File: config.mk
export PLATFORM = sky130hd
export DESIGN_NAME = relay_mode_sched
export DESIGN_NICKNAME = d
export VERILOG_FILES = /design/src/rtl/relay_mode_sched.sv
export SDC_FILE = /design/constraint.sdc
export NUM_CORES = 1
export LEC_CHECK = 0
export BUFFER_PORTS_ARGS = -buffer_cell sky130_fd_sc_hd__buf_4
export CAP_MARGIN = 10
export CELL_PAD_IN_SITES_DETAIL_PLACEMENT = 0
export CELL_PAD_IN_SITES_GLOBAL_PLACEMENT = 1
export CORE_MARGIN = 2
export CORE_UTILIZATION = 45
export DETAILED_ROUTE_END_ITERATION = 8
export PLACE_DENSITY = 0.88
export SYNTH_ARGS = -nofsm -noshare
export SYNTH_HDL_FRONTEND = slang
export SYNTH_SLANG_ARGS = --single-unit
File: constraint.sdc
create_clock -name clk -period 2.8 [get_ports clk]
set_input_delay 0.56 -clock clk [delete_from_list [all_inputs] [get_ports clk]]
set_output_delay 0.56 -clock clk [all_outputs]
set_load 0.005 [all_outputs]
File: src/rtl/relay_mode_sched.sv
// Relay turn-around scheduler: watches the decoded relay bitstream and sequences
// the hi-simulate modulation mode through IDLE/LISTEN/PRE/TX/GUARD.
module relay_mode_sched #(
  parameter int GUARD_TICKS = 8,
  parameter int PRE_TIMEOUT = 64,
  parameter int TX_TIMEOUT  = 1024
) (
  input  logic        clk,
  input  logic        reset,
  input  logic [2:0]  hi_simulate_mod_type,
  input  logic        bit_tick,
  input  logic        bit_in,
  input  logic        activity,
  output logic [2:0]  mod_type,
  output logic        tx_active,
  output logic        frame_done,
  output logic [15:0] frame_bits,
  output logic        timeout_err,
  output logic [2:0]  state_dbg_o
);

  typedef enum logic [2:0] {
    S_IDLE   = 3'd0,
    S_LISTEN = 3'd1,
    S_PRE    = 3'd2,
    S_TX     = 3'd3,
    S_GUARD  = 3'd4
  } state_t;

  localparam logic [2:0]  MODE_READER = 3'b101;
  localparam logic [2:0]  MODE_TAG    = 3'b110;
  localparam logic [15:0] GUARD_LIM   = 16'(GUARD_TICKS);
  localparam logic [15:0] PRE_LIM     = 16'(PRE_TIMEOUT);
  localparam logic [15:0] TX_LIM      = 16'(TX_TIMEOUT);

  state_t      state_q, state_d;
  logic [2:0]  mode_q;
  logic [11:0] sh_q, sh_d;
  logic [15:0] tc_q, tc_d;
  logic [15:0] frame_bits_q, frame_bits_d;
  logic        timeout_err_q, timeout_err_d;
  logic        done_pend_q, done_pend_d;
  logic        frame_done_q;
  logic [2:0]  mod_type_q, mod_type_d;
  logic        tx_active_q;

  logic        mode_valid, prev_valid, reader, mode_change;
  logic [11:0] sh_shift;
  logic [3:0]  nib;
  logic        sof, eof, tx_to;
  logic [15:0] tc_inc, fb_inc;

  always_comb begin
    mode_valid  = (hi_simulate_mod_type == MODE_READER) || (hi_simulate_mod_type == MODE_TAG);
    prev_valid  = (mode_q == MODE_READER) || (mode_q == MODE_TAG);
    reader      = (hi_simulate_mod_type == MODE_READER);
    // Only a switch between the two valid modes counts as a mode change.
    mode_change = mode_valid && prev_valid && (hi_simulate_mod_type != mode_q);
    sh_shift    = {sh_q[10:0], bit_in};
    nib         = reader ? 4'hc : 4'hf;
    sof         = bit_tick && (sh_shift == {8'h00, nib});
    tc_inc      = tc_q + 16'd1;
    fb_inc      = (frame_bits_q == 16'hFFFF) ? frame_bits_q : frame_bits_q + 16'd1;
    eof         = bit_tick && (sh_shift[7:0] == 8'h00) && (fb_inc >= 16'd8) && (fb_inc[1:0] == 2'b00);
    tx_to       = bit_tick && (tc_inc >= TX_LIM);
  end

  always_comb begin
    state_d       = state_q;
    sh_d          = bit_tick ? sh_shift : sh_q;
    tc_d          = bit_tick ? tc_inc : tc_q;
    frame_bits_d  = frame_bits_q;
    timeout_err_d = timeout_err_q;
    done_pend_d   = 1'b0;

    if (!mode_valid) begin
      state_d = S_IDLE;
    end else if (mode_change) begin
      state_d       = S_IDLE;
      timeout_err_d = 1'b0;
    end else begin
      case (state_q)
        S_IDLE: state_d = S_LISTEN;
        S_LISTEN: begin
          if (sof) begin
            state_d      = S_TX;
            frame_bits_d = 16'd1;
          end else if (activity && reader) begin
            state_d = S_PRE;
          end
        end
        S_PRE: begin
          if (sof) begin
            state_d      = S_TX;
            frame_bits_d = 16'd1;
          end else if (bit_tick && (tc_inc >= PRE_LIM)) begin
            state_d = S_LISTEN;
          end
        end
        S_TX: begin
          if (bit_tick) begin
            frame_bits_d = fb_inc;
            if (eof) begin
              state_d     = S_GUARD;
              done_pend_d = 1'b1;
            end else if (tx_to) begin
              state_d       = S_GUARD;
              timeout_err_d = 1'b1;
              done_pend_d   = 1'b1;
            end
          end
        end
        S_GUARD: begin
          if (bit_tick && (tc_inc >= GUARD_LIM)) state_d = S_LISTEN;
        end
        default: state_d = S_IDLE;
      endcase
    end

    if (state_d != state_q) tc_d = 16'd0;
    if (state_d == S_IDLE)  sh_d = 12'd0;

    case (state_d)
      S_LISTEN, S_GUARD: mod_type_d = reader ? 3'b011 : 3'b001;
      S_TX:              mod_type_d = reader ? 3'b100 : 3'b010;
      default:           mod_type_d = 3'b000;
    endcase
  end

  always_ff @(posedge clk) begin
    if (!reset) begin
      state_q       <= S_IDLE;
      mode_q        <= 3'b000;
      sh_q          <= 12'd0;
      tc_q          <= 16'd0;
      frame_bits_q  <= 16'd0;
      timeout_err_q <= 1'b0;
      done_pend_q   <= 1'b0;
      frame_done_q  <= 1'b0;
      mod_type_q    <= 3'b000;
      tx_active_q   <= 1'b0;
    end else begin
      state_q       <= state_d;
      mode_q        <= hi_simulate_mod_type;
      sh_q          <= sh_d;
      tc_q          <= tc_d;
      frame_bits_q  <= frame_bits_d;
      timeout_err_q <= timeout_err_d;
      // frame_done lags the TX exit by one extra cycle.
      done_pend_q   <= done_pend_d;
      frame_done_q  <= done_pend_q;
      mod_type_q    <= mod_type_d;
      tx_active_q   <= (state_d == S_TX);
    end
  end

  assign mod_type    = mod_type_q;
  assign tx_active   = tx_active_q;
  assign frame_done  = frame_done_q;
  assign frame_bits  = frame_bits_q;
  assign timeout_err = timeout_err_q;
  assign state_dbg_o = state_q;

endmodule
======== After elaboration in Yosys (flattened, before gate mapping) ========
Index checks and enable logic that the tools add are counted.
Widths: inputs -> output; s select.
storage, ports and cells
  output and inout port bits .............. 25
  bits in registers ....................... 56
  bits of input ports ..................... 8
operators by class
  $lt $le $gt $ge ......................... 4
  mux-type cells .......................... 26
  $add $sub $neg .......................... 2
  bitwise logic cells ..................... 5
  reduce and logical (&&, ||, !) cells .... 27
  equality and inequality tests ........... 18
operators by type and width
  operator               count
  $mux 16                3
  $mux 3                 11
  $add 16x1->16 const B  2
  $ge 16x4->1 const B    2
  $pmux 16 s2            1
  $eq 3x3->1 const B     6
  $eq 16x16->1 const B   1
  $ge 16x11->1 const B   1
  $ge 16x7->1 const B    1
  $pmux 3 s5             1
  $eq 12x4->1            1
  $logic_and 1x1->1      10
  $reduce_and 5->1       2
  $eq 3x2->1 const B     3
  $logic_not 8->1        1
  $reduce_bool 2->1      4
  $reduce_or 2->1        4
  $mux 1                 7
  $eq 3x1->1 const B     2
  $logic_not 3->1        2
  $ne 3x3->1             2
  $pmux 3 s2             1
  $not 1->1              5
  $reduce_or 5->1        1
  5 further kinds        8

======== Logic depth before layout (Yosys ltp) ========
  depth in word-level cells ............... 13
  depth in mapped cells ................... 11

======== Worst setup path before layout ========
Ideal clock, no wire load.
  path type ............................... register to register
  start ................................... register tc_q[0]
  end ..................................... register tc_q[0]
  cell stages (with the launch flop) ...... 12
  data required time ...................... 2,727 ps
  data arrival time ....................... 2,508 ps
  path buffers ............................ 2
  path slack .............................. 219 ps
  setup time .............................. 73 ps
  cells stage by stage .................... dfxtp_1 -> ha_1 -> and4_4 -> buf_6 -> xnor2_1 -> nand4_1 -> a211o_1 -> o31ai_2 -> o21bai_2 -> o2111ai_4 -> buf_6 -> nor3_2
between the ends
  longest elaborated chain between the ends .. 11
  elaborated cells between the ends (all ways) .. 18
  classes of those cells .................. add/sub (1); order compare (3); eq/ne (1); mux (9); reduce/logical (4)
RTL lines
  what                       line  source
  start, declared            39    logic [15:0] tc_q, tc_d;
  start signal, assigned     146   tc_q <= tc_d;
  $add 16x1->16 (*)          62    tc_inc = tc_q + 16'd1;
  $ge 16x11->1               65    tx_to = bit_tick && (tc_inc >= TX_LIM);
  $logic_and 1x1->1          65
  $mux 3                     106   end else if (tx_to) begin
  $mux 3                     103   if (eof) begin
  $mux 3                     101   if (bit_tick) begin
  $pmux 3 s5                 82    case (state_q)
  $mux 3                     78    end else if (mode_change) begin
  $mux 3                     76    if (!mode_valid) begin
  $ne 3x3->1                 120   if (state_d != state_q) tc_d = 16'd0;
  $reduce_or 2->1 (no line)  -
Mark *: on every way between the ends. The rest lies on a longest branch, timed or not.
A chain may end at the register's enable or synchronous reset.

======== Final worst setup path ========
  start ................................... register tc_q[0]
  end ..................................... register tc_q[14]
The elaborated chain is that of the path after synthesis.

==> impl_metrics.csv <==
group,metric,value,unit
run_status,status,"completed",
sta,drv_slew,0,
sta,worst_pin_slew,0.640,ns
logic_synthesis,synth-seq-cells,56,
run,max-cap-violations,0,
logic_synthesis,synth_compound_area_frac,0.207,
placed_design,place_area,4000,sq um
logic_synthesis,synth_edf_count,0,
logic_synthesis,yosys.area_share.simple,0.303,
clock_network,cts.reportedPaths.clkPinSlew,0.10,ns
logic_synthesis,synth_top_family_by_area,"simple AND/OR/NAND/NOR gates",
layout,stdcell_area,4170,sq um
die,die_h,92.0,um
layout,final_common_cell,"buf_4",
clock_network,cts_tree,"built",
critical_path,cpLargestDelayFamily,"compound AO/OA/AOI/OAI gates",
logic_synthesis,synth.cell_area,3480,sq um
route,m1WireLength,3960,um
logic_synthesis,yosysWarnings,0,
layout,final_cell_mix,"buf_4 (72), dfxtp_1 (54), nor2_1 (41), nand2_1 (28)",
sta,fin_crit,2.64,ns
die,io_pins,33,
global_route,grt_pass1_vias,3048,
hold_path,hp-class,"reg -> reg",
logic_synthesis,seq_area_frac_synth,0.322,
clock_network,cts_made_buffers,5,
logic_synthesis,syn-num-nets,419,
critical_path,cp-end-kind,"flip-flop",
layout,final_util,0.548,
placed_design,port_buffers,32,
global_route,gr-total-overflow,0,
sta,setup_slack,0.164,ns
layout,fin_nets,472,
global_route,grt_pass1_wl,14800,um
sta,rsz0062_at_grt,"no",
sta,tns,0,ns
route,vias,3256,
layout,syn_to_final_growth,19.7,%
die,die_area,8450,sq um
global_route,grt_use_total,0.212,
die,start_util,0.458,
route,top_layer,"met4",
layout,fin_cells,562,
logic_synthesis,syn_inst,408,
placed_design,dp_hpwl,6240,um
critical_path,cp.arrival,2.85,ns
power,vdd_ir_drop_max,0.313,mV
sta,slew_headroom,0.570,
sta,hold_viol,0,
logic_synthesis,avgSynthCellArea,8.53,sq um
critical_path,critPathKind,"reg -> reg",
sta,period_share,0.942,
logic_synthesis,synth_adder_area_share,0.0108,
placed_design,place_ws,-0.0349,ns
layout,drive_gt1_frac,0.265,
die,row_count,32,
route,viasPerCell,5.79,
logic_synthesis,synth_xor_area_frac,0.0528,
logic_synthesis,synth_cell_types,70,
critical_path,path_max_fanout,16,
critical_path,cpMaxStageDelayCell,"a2111oi_2",
route,post_drt_wl_per_cell,15.6,um
critical_path,crit_chain,"ha_1 > buf_4 > and3_1 > o211ai_1 > o41ai_1 > and3_4 > a2111oi_2 > nor3_4 > o2bb2ai_4 > buf_12 > nor3_2",
route,drtPass1Iterations,4,
power,p_leak,1.67,nW
clock_network,htreeDepth,2,
sta,setup_violations,0,
critical_path,crit_required,3.01,ns
layout,nFillCells,735,
clock_network,cts-root-buf,"clkbuf_8",
global_route,antenna_found_initial,0,
route,drt.antenna.violating_nets,0,
critical_path,critical_path.max_stage_delay,0.60,ns
route,drt-initial-drc-count,164,
global_route,grt_max_degree,26,
route,drc,0,
logic_synthesis,async_reset_ff_frac,0,
critical_path,worst-path-buf-inv,2,
clock_network,clock-sinks,56,
sta,fmax,379,MHz
critical_path,critPathLaunchType,"flip-flop",
route,wl_met2,4360,um
die,die_w,92.0,um
layout,diodes,0,
placed_design,place_inst,553,
placed_design,gp_congestion,0.911,
clock_network,hold_buffers,0,
sta,fin_worst_skew,0.00934,ns
logic_synthesis,yosys-mux-area-fraction,0.0507,
clock_network,clockBufferDepth,2,
clock_network,clk_latency,0.31,ns
route,drt-total-wl,8750,um
route,wl_met3,330,um
power,cellPowerDensity,344,nW/um^2
die,coreArea,7610,sq um
logic_synthesis,synth_top_flop_cell,"dfxtp_1",
-- routing by layer --
layer  vias to the layer above  track usage
li1                       1627            -
met2                        75        0.365
met1                      1547        0.280
met5                         -            0
met3                         7       0.0304
met4                         0       0.0535
-- worst register-to-register path: stages, from the launching register on --
cell and delay (ns):
dfxtp_4 0.38, ha_1 0.22, buf_4 0.16, and3_1 0.18
o211ai_1 0.17, o41ai_1 0.11, and3_4 0.21, a2111oi_2 0.60
nor3_4 0.10, o2bb2ai_4 0.18, buf_12 0.17, nor3_2 0.07
-- cell type report --
type / count / area (sq um) / share of cell area
Multi-Input combinational cell: 316 / 2200 / 0.528
Sequential cell: 56 / 1130 / 0.271
Timing Repair Buffer: 74 / 581 / 0.139
Tap cell: 102 / 128 / 0.0306
Clock buffer: 5 / 68.8 / 0.0165
Clock inverter: 1 / 30.0 / 0.00721
Inverter: 8 / 30.0 / 0.00721
-- sequential cells by signal, indices dropped and copies added, names as in the netlist --
name         flops
done_pend_q      1
frame_bits      16
frame_done       1
mod_type         3
mode_q           3
sh_q            11
state_dbg_o      3
tc_q            16
timeout_err      1
tx_active        1
-- Yosys cell counts (3+ instances only) --
cell type  instances  area, sq um
a211o_1            3         26.3
a21boi_0           4         30.0
a21oi_1           16         80.1
a31oi_1           10         62.6
and2_1             8         50.1
and3_1             6         37.5
and4_1             8         70.1
buf_1              3         11.3
buf_2              6         30.0
buf_6              5         56.3
clkbuf_1          12         45.0
dfxtp_1           56         1120
ha_1               3         37.5
inv_1              8         30.0
mux2i_1           15          150
nand2_1           28          105
nand3_1           15         75.1
nand4_1           19          119
nor2_1            41          154
nor2b_1            4         25.0
nor3_1            20          100
nor3_2            11          110
nor3b_1            3         22.5
o2111ai_1          4         35.0
o211a_1            3         30.0
o21ai_0           18         90.1
o221a_2            7         78.8
xnor2_1            8         70.1
xor2_1            13          114
-- timing repair --
action	4_1_cts	5_1_grt
buffers inserted	1	2
endpoints found under the setup margin	16	18
pin swaps	0	2
resized for setup	0	9
hold endpoints to repair	0	0
-- logic make-up after synthesis --
family | Yosys count
flops | 56
compound gates | 91
fa+ha+maj | 3
simple gates | 184
mux | 17
buf+inv | 36
xor+xnor | 21
-- per-stage QoR --
step                      hold slack (ns)  total power [mW]
after floorplan                     0.412             0.892
after global placement              0.444             0.922
after detailed placement            0.446             0.924
after CTS                           0.468              1.45
after global routing                0.469              1.49
final                               0.455              1.43
-- worst paths after layout --
path               startpoint         end  slack (ns)  depth (start not counted)
setup / recovery      tc_q[0]    tc_q[14]        0.16                         11
hold / removal    done_pend_q  frame_done        0.46                          1
setup reg to reg      tc_q[0]    tc_q[14]        0.16                         11
hold reg to reg   done_pend_q  frame_done        0.46                          1
-- power by group --
part / switching, mW / internal (mW) / total [mW]
logic: 0.0578 / 0.0432 / 0.101
clock network: 0.265 / 0.258 / 0.522
registers: 0.00767 / 0.802 / 0.810
(Power assumes the default switching activity.)
